`config.mk`:
```
export PLATFORM = sky130hd
export DESIGN_NAME = sketch_hot_collector
export DESIGN_NICKNAME = d
export VERILOG_FILES = /design/src/rtl/sketch_pkg.sv /design/src/rtl/sketch_hot_fifo.sv /design/src/rtl/sketch_hot_collector.sv
export SDC_FILE = /design/constraint.sdc
export NUM_CORES = 1
export LEC_CHECK = 0
export ABC_AREA = 1
export ABC_CLOCK_PERIOD_IN_PS = 10730
export CORE_MARGIN = 3
export CORE_UTILIZATION = 60
export DETAILED_ROUTE_END_ITERATION = 8
export GPL_TIMING_DRIVEN = 1
export HOLD_SLACK_MARGIN = 0.08
export PLACE_DENSITY_LB_ADDON = 0.05
export SETUP_SLACK_MARGIN = 0.15
export SKIP_CTS_REPAIR_TIMING = 1
export SLEW_MARGIN = 10
export SYNTH_ARGS = -nofsm -noshare
export SYNTH_HDL_FRONTEND = slang
export SYNTH_HIERARCHICAL = 1
export SYNTH_SLANG_ARGS = --single-unit
```
`constraint.sdc`:
```
create_clock -name clk -period 10.73 [get_ports clk]
set_input_delay 3.219 -clock clk [delete_from_list [all_inputs] [get_ports clk]]
set_output_delay 3.219 -clock clk [all_outputs]
set_load 0.02 [all_outputs]
```
`src/rtl/sketch_pkg.sv`:
```
// Shared definitions for the sketch memory-segment chain and its downstream stages.
package sketch_pkg;

    localparam int unsigned SKETCH_ADDR_W = 16;
    localparam int unsigned SKETCH_DATA_W = 16;

    typedef struct packed {
        logic [SKETCH_DATA_W-1:0] data;
        logic [SKETCH_ADDR_W-1:0] addr;
        logic                     valid;
        logic                     cnt_valid;
    } sketch_result_t;

endpackage

```
`src/rtl/sketch_hot_fifo.sv`:
```
// Synchronous show-ahead FIFO; wrap-bit pointers, RAM storage read through a registered head.
module sketch_hot_fifo #(
    parameter int unsigned WIDTH = 16,
    parameter int unsigned DEPTH = 64
) (
    input  logic                       clk,
    input  logic                       rst,
    input  logic                       push,
    input  logic                       pop,
    input  logic                       clear,
    input  logic [WIDTH-1:0]           wdata,
    output logic [WIDTH-1:0]           rdata,
    output logic                       full,
    output logic                       empty,
    output logic [$clog2(DEPTH):0]     level
);

    localparam int unsigned AW = $clog2(DEPTH);

    logic [WIDTH-1:0] mem [DEPTH];
    logic [AW:0]      wr_q, wr_d, rd_q, rd_d;
    logic [WIDTH-1:0] head_q;
    logic             do_push, do_pop;

    assign level = wr_q - rd_q;
    assign empty = (level == '0);
    assign full  = (level == (AW+1)'(DEPTH));

    // Clear overrides both ports; a full FIFO accepts a push only alongside a pop.
    assign do_pop  = pop && !empty && !clear;
    assign do_push = push && (!full || do_pop) && !clear;

    always_comb begin
        wr_d = wr_q + (AW+1)'(do_push);
        rd_d = rd_q + (AW+1)'(do_pop);
        if (clear) begin
            wr_d = '0;
            rd_d = '0;
        end
    end

    always_ff @(posedge clk) begin
        if (do_push) begin
            mem[wr_q[AW-1:0]] <= wdata;
        end
    end

    // Head register pre-reads the next entry; bypass covers the entry written this cycle.
    always_ff @(posedge clk) begin
        if (rst) begin
            wr_q   <= '0;
            rd_q   <= '0;
            head_q <= '0;
        end else begin
            wr_q <= wr_d;
            rd_q <= rd_d;
            if (do_push && (wr_q == rd_d)) begin
                head_q <= wdata;
            end else begin
                head_q <= mem[rd_d[AW-1:0]];
            end
        end
    end

    assign rdata = head_q;

endmodule

```
`src/rtl/sketch_hot_collector.sv`:
```
// Hot-page collector: thresholds segment-chain results into a FIFO, bypasses counter readouts.
// Build option: define SKETCH_HOT_CROSSING_EN to report only the exact threshold crossing.
module sketch_hot_collector
    import sketch_pkg::*;
#(
    parameter int unsigned ADDR_WIDTH_FULL = SKETCH_ADDR_W,
    parameter int unsigned DATA_WIDTH      = SKETCH_DATA_W,
    parameter int unsigned FIFO_DEPTH      = 64,
    parameter int unsigned DROP_CNT_WIDTH  = 16
) (
    input  logic                          clk,
    input  logic                          rst,
    input  logic [DATA_WIDTH-1:0]         rd_data_in,
    input  logic                          rd_data_valid_in,
    input  logic [ADDR_WIDTH_FULL-1:0]    rd_addr_in,
    input  logic                          rd_cnt_valid_in,
    input  logic [DATA_WIDTH-1:0]         threshold,
    input  logic                          clear,
    output logic [ADDR_WIDTH_FULL-1:0]    hot_addr,
    output logic                          hot_valid,
    input  logic                          hot_ready,
    output logic                          cnt_rsp_valid,
    output logic [DATA_WIDTH-1:0]         cnt_rsp_data,
    output logic [ADDR_WIDTH_FULL-1:0]    cnt_rsp_addr,
    output logic [DROP_CNT_WIDTH-1:0]     drop_cnt,
    output logic [$clog2(FIFO_DEPTH):0]   fifo_level
);

    logic hit;
    logic is_hot;

`ifdef SKETCH_HOT_CROSSING_EN
    assign hit = (rd_data_in == threshold);
`else
    assign hit = (rd_data_in >= threshold);
`endif

    assign is_hot = rd_data_valid_in && !rd_cnt_valid_in && hit;

    logic                       s1_hot_q;
    logic                       s1_cnt_q;
    logic [DATA_WIDTH-1:0]      s1_data_q;
    logic [ADDR_WIDTH_FULL-1:0] s1_addr_q;

    always_ff @(posedge clk) begin
        if (rst) begin
            s1_hot_q  <= 1'b0;
            s1_cnt_q  <= 1'b0;
            s1_data_q <= '0;
            s1_addr_q <= '0;
        end else begin
            s1_hot_q  <= is_hot;
            s1_cnt_q  <= rd_data_valid_in && rd_cnt_valid_in;
            s1_data_q <= rd_data_in;
            s1_addr_q <= rd_addr_in;
        end
    end

    always_ff @(posedge clk) begin
        if (rst) begin
            cnt_rsp_valid <= 1'b0;
            cnt_rsp_data  <= '0;
            cnt_rsp_addr  <= '0;
        end else begin
            cnt_rsp_valid <= s1_cnt_q;
            if (s1_cnt_q) begin
                cnt_rsp_data <= s1_data_q;
                cnt_rsp_addr <= s1_addr_q;
            end
        end
    end

    logic fifo_full;
    logic fifo_empty;
    logic pop;
    logic drop;

    assign hot_valid = !fifo_empty;
    assign pop       = hot_valid && hot_ready;
    // A push lost to clear is a flush, not an overflow.
    assign drop      = s1_hot_q && fifo_full && !pop && !clear;

    sketch_hot_fifo #(
        .WIDTH (ADDR_WIDTH_FULL),
        .DEPTH (FIFO_DEPTH)
    ) u_fifo (
        .clk   (clk),
        .rst   (rst),
        .push  (s1_hot_q),
        .pop   (pop),
        .clear (clear),
        .wdata (s1_addr_q),
        .rdata (hot_addr),
        .full  (fifo_full),
        .empty (fifo_empty),
        .level (fifo_level)
    );

    always_ff @(posedge clk) begin
        if (rst || clear) begin
            drop_cnt <= '0;
        end else if (drop && (drop_cnt != '1)) begin
            drop_cnt <= drop_cnt + 1'b1;
        end
    end

endmodule
```
After elaboration in Yosys (flattened, before gate mapping)
Memories as Yosys holds them, arrays and structs flattened.
Index checks and enable logic that the tools add are counted.
{"block": "classes", "add_sub_neg": 4, "n_lt_le_gt_ge": 1, "eq_ne": 3, "n_mux": 4, "n_reduce_logical": 22}
{"cell": "adder 16 x 1 -> 16 bit, second input constant", "n": 1}
{"cell": "greater-or-equal comparator 16 bit", "n": 1}
{"cell": "2-to-1 mux 16 bit", "n": 1}
{"cell": "!= test 16 bit, second input constant", "n": 1}
{"cell": "adder 7 x 1 -> 7 bit", "n": 2}
{"cell": "logical AND 1 bit", "n": 13}
{"cell": "equality test 7 bit", "n": 1}
{"cell": "equality test 7 bit, second input constant", "n": 1}
{"cell": "logical NOT 7 bit", "n": 1}
{"cell": "2-to-1 mux 7 bit", "n": 1}
{"cell": "subtractor 7 bit", "n": 1}
{"cell": "logical NOT 1 bit", "n": 5}
{"cell": "logical OR 1 bit", "n": 2}
{"cell": "2-to-1 mux 1 bit", "n": 2}
{"cell": "OR reduction 2 bit", "n": 1}
{"block": "totals", "register_bits": 113, "ramBits": 1024, "input_bits": 54, "out_inout_bits": 73, "elab_cells": 46, "memories": 1}
{"name": "u_fifo.mem", "words": 64, "word_bits": 16, "rd": 1, "rd_clocked_by_memory_dff": 0, "wr": 1, "line": "sketch_hot_fifo.sv:20", "text": "logic [WIDTH-1:0] mem [DEPTH];"}

Logic depth before layout (Yosys ltp)
{"block": "depth", "depth_word": 11, "mapped_depth": 30, "ltp_nobuf": 29}

Modules after synthesis
Netlist, hierarchy kept.
{"mod": "sketch_hot_fifo", "instances": 1, "cells_each": 4436, "area_each_um2": 45559.9, "seq_area_each_um2": 31350.1}
{"mod": "sketch_hot_collector", "instances": 1, "cells_each": 477, "area_each_um2": 3562.2, "seq_area_each_um2": 1661.6}

Worst setup path after synthesis
OpenSTA, ideal clock, no wires.
{"block": "synth_timing", "path_kind": "input -> register", "from": "input port clear", "to": "register u_fifo.head_q[13], in the netlist u_fifo/rdata[13]", "setup_ps": 64, "t_arrival_ps": 5269, "required_ps": 10666, "setup_slack_ps": 5397, "stages": 18, "path_buffers": 3, "path_cell_list": "inv_2 > buf_2 > nand2_1 > nor2_1 > ha_1 > ha_1 > inv_1 > nor2_1 > buf_2 > clkbuf_1 > nand3_1 > nand3_1 > nand3_1 > nand3_1 > nand3_1 > nand2_1 > nor2_1 > nor2_1"}
{"block": "synth_between", "elab_chain_len": 7, "word_cells_on_any_way": 11, "classes_between": "1 x add/sub; 1 x eq/ne; 2 x mux; 6 x reduce/logical; 1 x memory"}
{"element": "start: declaration", "line": "sketch_hot_collector.sv:18", "text": "input logic clear,"}
{"element": "branches (longest 6 deep; another with memory read (64 x 16 bit))"}
{"element": "2-to-1 mux 16 bit *", "line": "sketch_hot_fifo.sv:57", "text": "if (do_push && (wr_q == rd_d)) begin"}
{"element": "end signal: assignment", "line": "sketch_hot_fifo.sv:58", "text": "head_q <= wdata;"}
{"element": "end signal: assignment", "line": "sketch_hot_fifo.sv:60", "text": "head_q <= mem[rd_d[AW-1:0]];"}
{"element": "end: declaration", "line": "sketch_hot_fifo.sv:22", "text": "logic [WIDTH-1:0] head_q;"}
Every way passes the cells marked *.
A chain may end at the register's enable or synchronous reset.

Final worst setup path
{"block": "layout_timing", "from": "input port clear", "to": "register u_fifo.head_q[11], in the netlist u_fifo/rdata[11]"}
The elaborated chain is that of the path after synthesis.

==> flow_summary.ini <==
[run_status]
status = finished clean

[cells_and_area]
finalInstanceArea_mm2 = 0.05524
seq_area_mm2 = 0.03303
final_common_cell = nand2_1
fillerInstances = 6153
multi_input_area_mm2 = 0.01242
area_growth_pct = 12.45
num_antenna_cells = 0
final_cells = 6171
fin_nets = 5092
final_cell_mix = 1614 x nand2_1, 1024 x edfxtp_1, 807 x nand3_1
drive_gt1_frac = 0.06496

[grt]
antenna_found_initial = 2
grt_pass1_wl_um = 199800
grt_remaining_overflow = 0
grt_max_degree = 193
track_usage = 0.3102
grt_pass1_vias = 32440

[clock_network]
clk_latency_ns = 0.69
tritoncts = done
htree_levels = 3
clock_sinks = 1137
clk_pin_slew_ns = 0.06
cts-root-buf = clkbuf_16
numCtsBuffers = 113
cts_buffer_depth = 3

[placement]
dpl.cell_count = 5955
placed_area_mm2 = 0.05151
gp_congestion = 0.8819
io_buffers = 126
hpwl_um = 73220

[pwr]
p_comb_frac = 0.020
pwr-share-clk = 0.439
p_sw_mw = 1.805
p_per_area_mw_per_mm2 = 162.6
vdd_ir_drop_max_uv = 217.1
leakagePower_nw = 23.00
internal-power_mw = 7.174
seqPwrFrac = 0.540
p_sw_frac = 0.2010

[sta]
finalSetupViolCount = 0
fmax_mhz = 137.4
clock_skew_ns = 0.02382
fin_crit_sh = 0.6784
finalHoldViolations = 0
fin_tns_setup_ns = 0
rsz0062_at_grt = no
fin_crit_ns = 7.279
maxSlewViolCount = 0
max_slew.worst_pin.slew_ns = 1.287
max_slew_margin = 0.1413

[critical_path]
cp.depth = 16
critPathCaptureType = register
r2r_slack_ns = 4.58
crit_start = clear
cp_common_cell = nand3_1
slowest_delay_ns = 0.82
reg2reg_to = u_fifo/rdata[11]
r2r_cells = 25
cp_num_buf_inv = 3
crit_fanout = 66
required_ns = 11.29
path_delay_family = simple AND/OR/NAND/NOR gates
slowest_stage = buf_4
crit_chain = clkdlybuf4s50_1, inv_2, nand2_1, nor2_1, ha_1, ha_1, or2_2, nand3_4, buf_4, nand3_1, nand3_1, nand3_1, nand3_1, nand2_1, nor2_1, nor2_1
worstPathArrival_ns = 7.84
crit_path_end = u_fifo/rdata[11]
worstReg2RegStart = u_fifo/wr_q[0]
critPathKind = in -> reg
start_kind = primary input

[routing]
via_per_inst = 5.588
drtIter0Drc = 3844
first_pass_iters = 6
drt.antenna.violating_nets = 0
drt_wl_total_um = 132200
drc = 0
vias = 34480
wl_per_cell_um = 21.43

[yosys]
syn_inst = 4913
mappedNetlistArea_mm2 = 0.04912
syn_avg_cell_area_um2 = 9.998
syn-num-nets = 4995
synth_ff_type = edfxtp_1
ys_types = 40
synthArstFlopShare = 0
ys_seq_elements = 1137
synth_edf_count = 1024
yosys_warnings = 6
ys_seq_area_frac = 0.6720

[die]
io_pins = 127
core_area_mm2 = 0.08081
rows = 104
start_util = 0.6079
die_height_um = 292.1
die_area_mm2 = 0.08534
fp.dieW_um = 292.1

[flow_run]
maxCapViolations = 0

[worst_hold_path]
hold_class = reg -> reg
power groups by stage:
stage	clock [mW]	combinational (mW)	sequential [mW]
floorplan	0	0.0393	4.98
global placement	0	0.180	4.95
detailed placement	0	0.183	4.95
CTS	4.00	0.184	4.85
global route	4.18	0.197	4.85
finish	3.95	0.182	4.85
worst min-delay path by stage:
stage	start	end	slack (ns)	cells after the start
CTS	s1_data_q[7]	cnt_rsp_data[7]	0.46	2
global placement	s1_data_q[14]	cnt_rsp_data[14]	0.43	2
finish	s1_data_q[6]	cnt_rsp_data[6]	0.46	2
detailed placement	s1_data_q[13]	cnt_rsp_data[13]	0.44	2
floorplan	s1_data_q[0]	cnt_rsp_data[0]	0.43	2
global route	s1_data_q[2]	cnt_rsp_data[2]	0.47	2
sequential cells by signal, summed over array words and instances, names as in the netlist:
signal,count
u_fifo/wr_q,7
s1_data_q,16
cnt_rsp_valid,1
s1_hot_q,1
u_fifo/rdata,16
s1_addr_q,16
u_fifo/mem,1024
cnt_rsp_data,16
u_fifo/rd_q,7
s1_cnt_q,1
drop_cnt,16
cnt_rsp_addr,16
worst min-delay path, delay by kind of cell, from the launching register on:
kind	cells	cell delay [ns]
flops	1	0.31
simple gates	2	0.12
stage by stage:
step / hold WS, ns / util / power (mW) / setup WS [ns]
after floorplan: 0.4307 / - / 5.016 / 5.397
after global placement: 0.4343 / 0.6374 / 5.126 / 2.887
after detailed placement: 0.4408 / 0.6374 / 5.129 / 2.852
after CTS: 0.4593 / 0.6836 / 9.031 / 3.569
after global routing: 0.4736 / 0.6836 / 9.228 / 3.252
final: 0.4585 / 0.6836 / 8.979 / 3.451
metal layers:
layer  track usage  vias to the layer above  wire [um]  part of all wire
met5             0                        -         25           0.00019
met4        0.1207                        4       4941             0.037
met3       0.05179                      250      12340             0.093
met2        0.4820                     1689      60960              0.46
met1        0.4437                    16350      53960              0.41
li1              -                    16190          -                 -
logic make-up (layout without fill, tap and decap cells):
group,after synthesis,in the layout,share of synthesized area
AND/OR/NAND/NOR,2719,2719,0.2331
flip-flops,1137,1137,0.6720
buffers and inverters,937,1135,0.07644
AO/OA/AOI/OAI,86,86,0.01009
adder cells (fa/ha/maj),28,28,0.007285
XOR/XNOR,6,6,0.001070
layout make-up:
cell class                      instances  area share
Sequential cell                      1137      0.5980
Timing Repair Buffer                  224     0.03833
Clock buffer                          144     0.05563
Clock inverter                         72     0.01191
Inverter                              695     0.04723
Multi-Input combinational cell       2839      0.2249
Tap cell                             1060     0.02401
Yosys cell counts (all sizes together), types with 2 or more instances:
master / n / share of area
xor2: 2 / 0.00036
clkinv: 4 / 0.00031
o21ai: 40 / 0.0044
a21oi: 26 / 0.0026
o21bai: 4 / 0.00061
buf: 169 / 0.018
nor3: 6 / 0.00071
dfxtp: 113 / 0.046
o211ai: 16 / 0.0024
clkbuf: 73 / 0.0056
edfxtp: 1024 / 0.63
nor2: 252 / 0.021
inv: 691 / 0.053
ha: 27 / 0.0069
nand3: 818 / 0.084
nand4: 19 / 0.0027
nand2: 1620 / 0.12
xnor2: 4 / 0.00071
No activity file was read; power rests on OpenSTA's default activity.
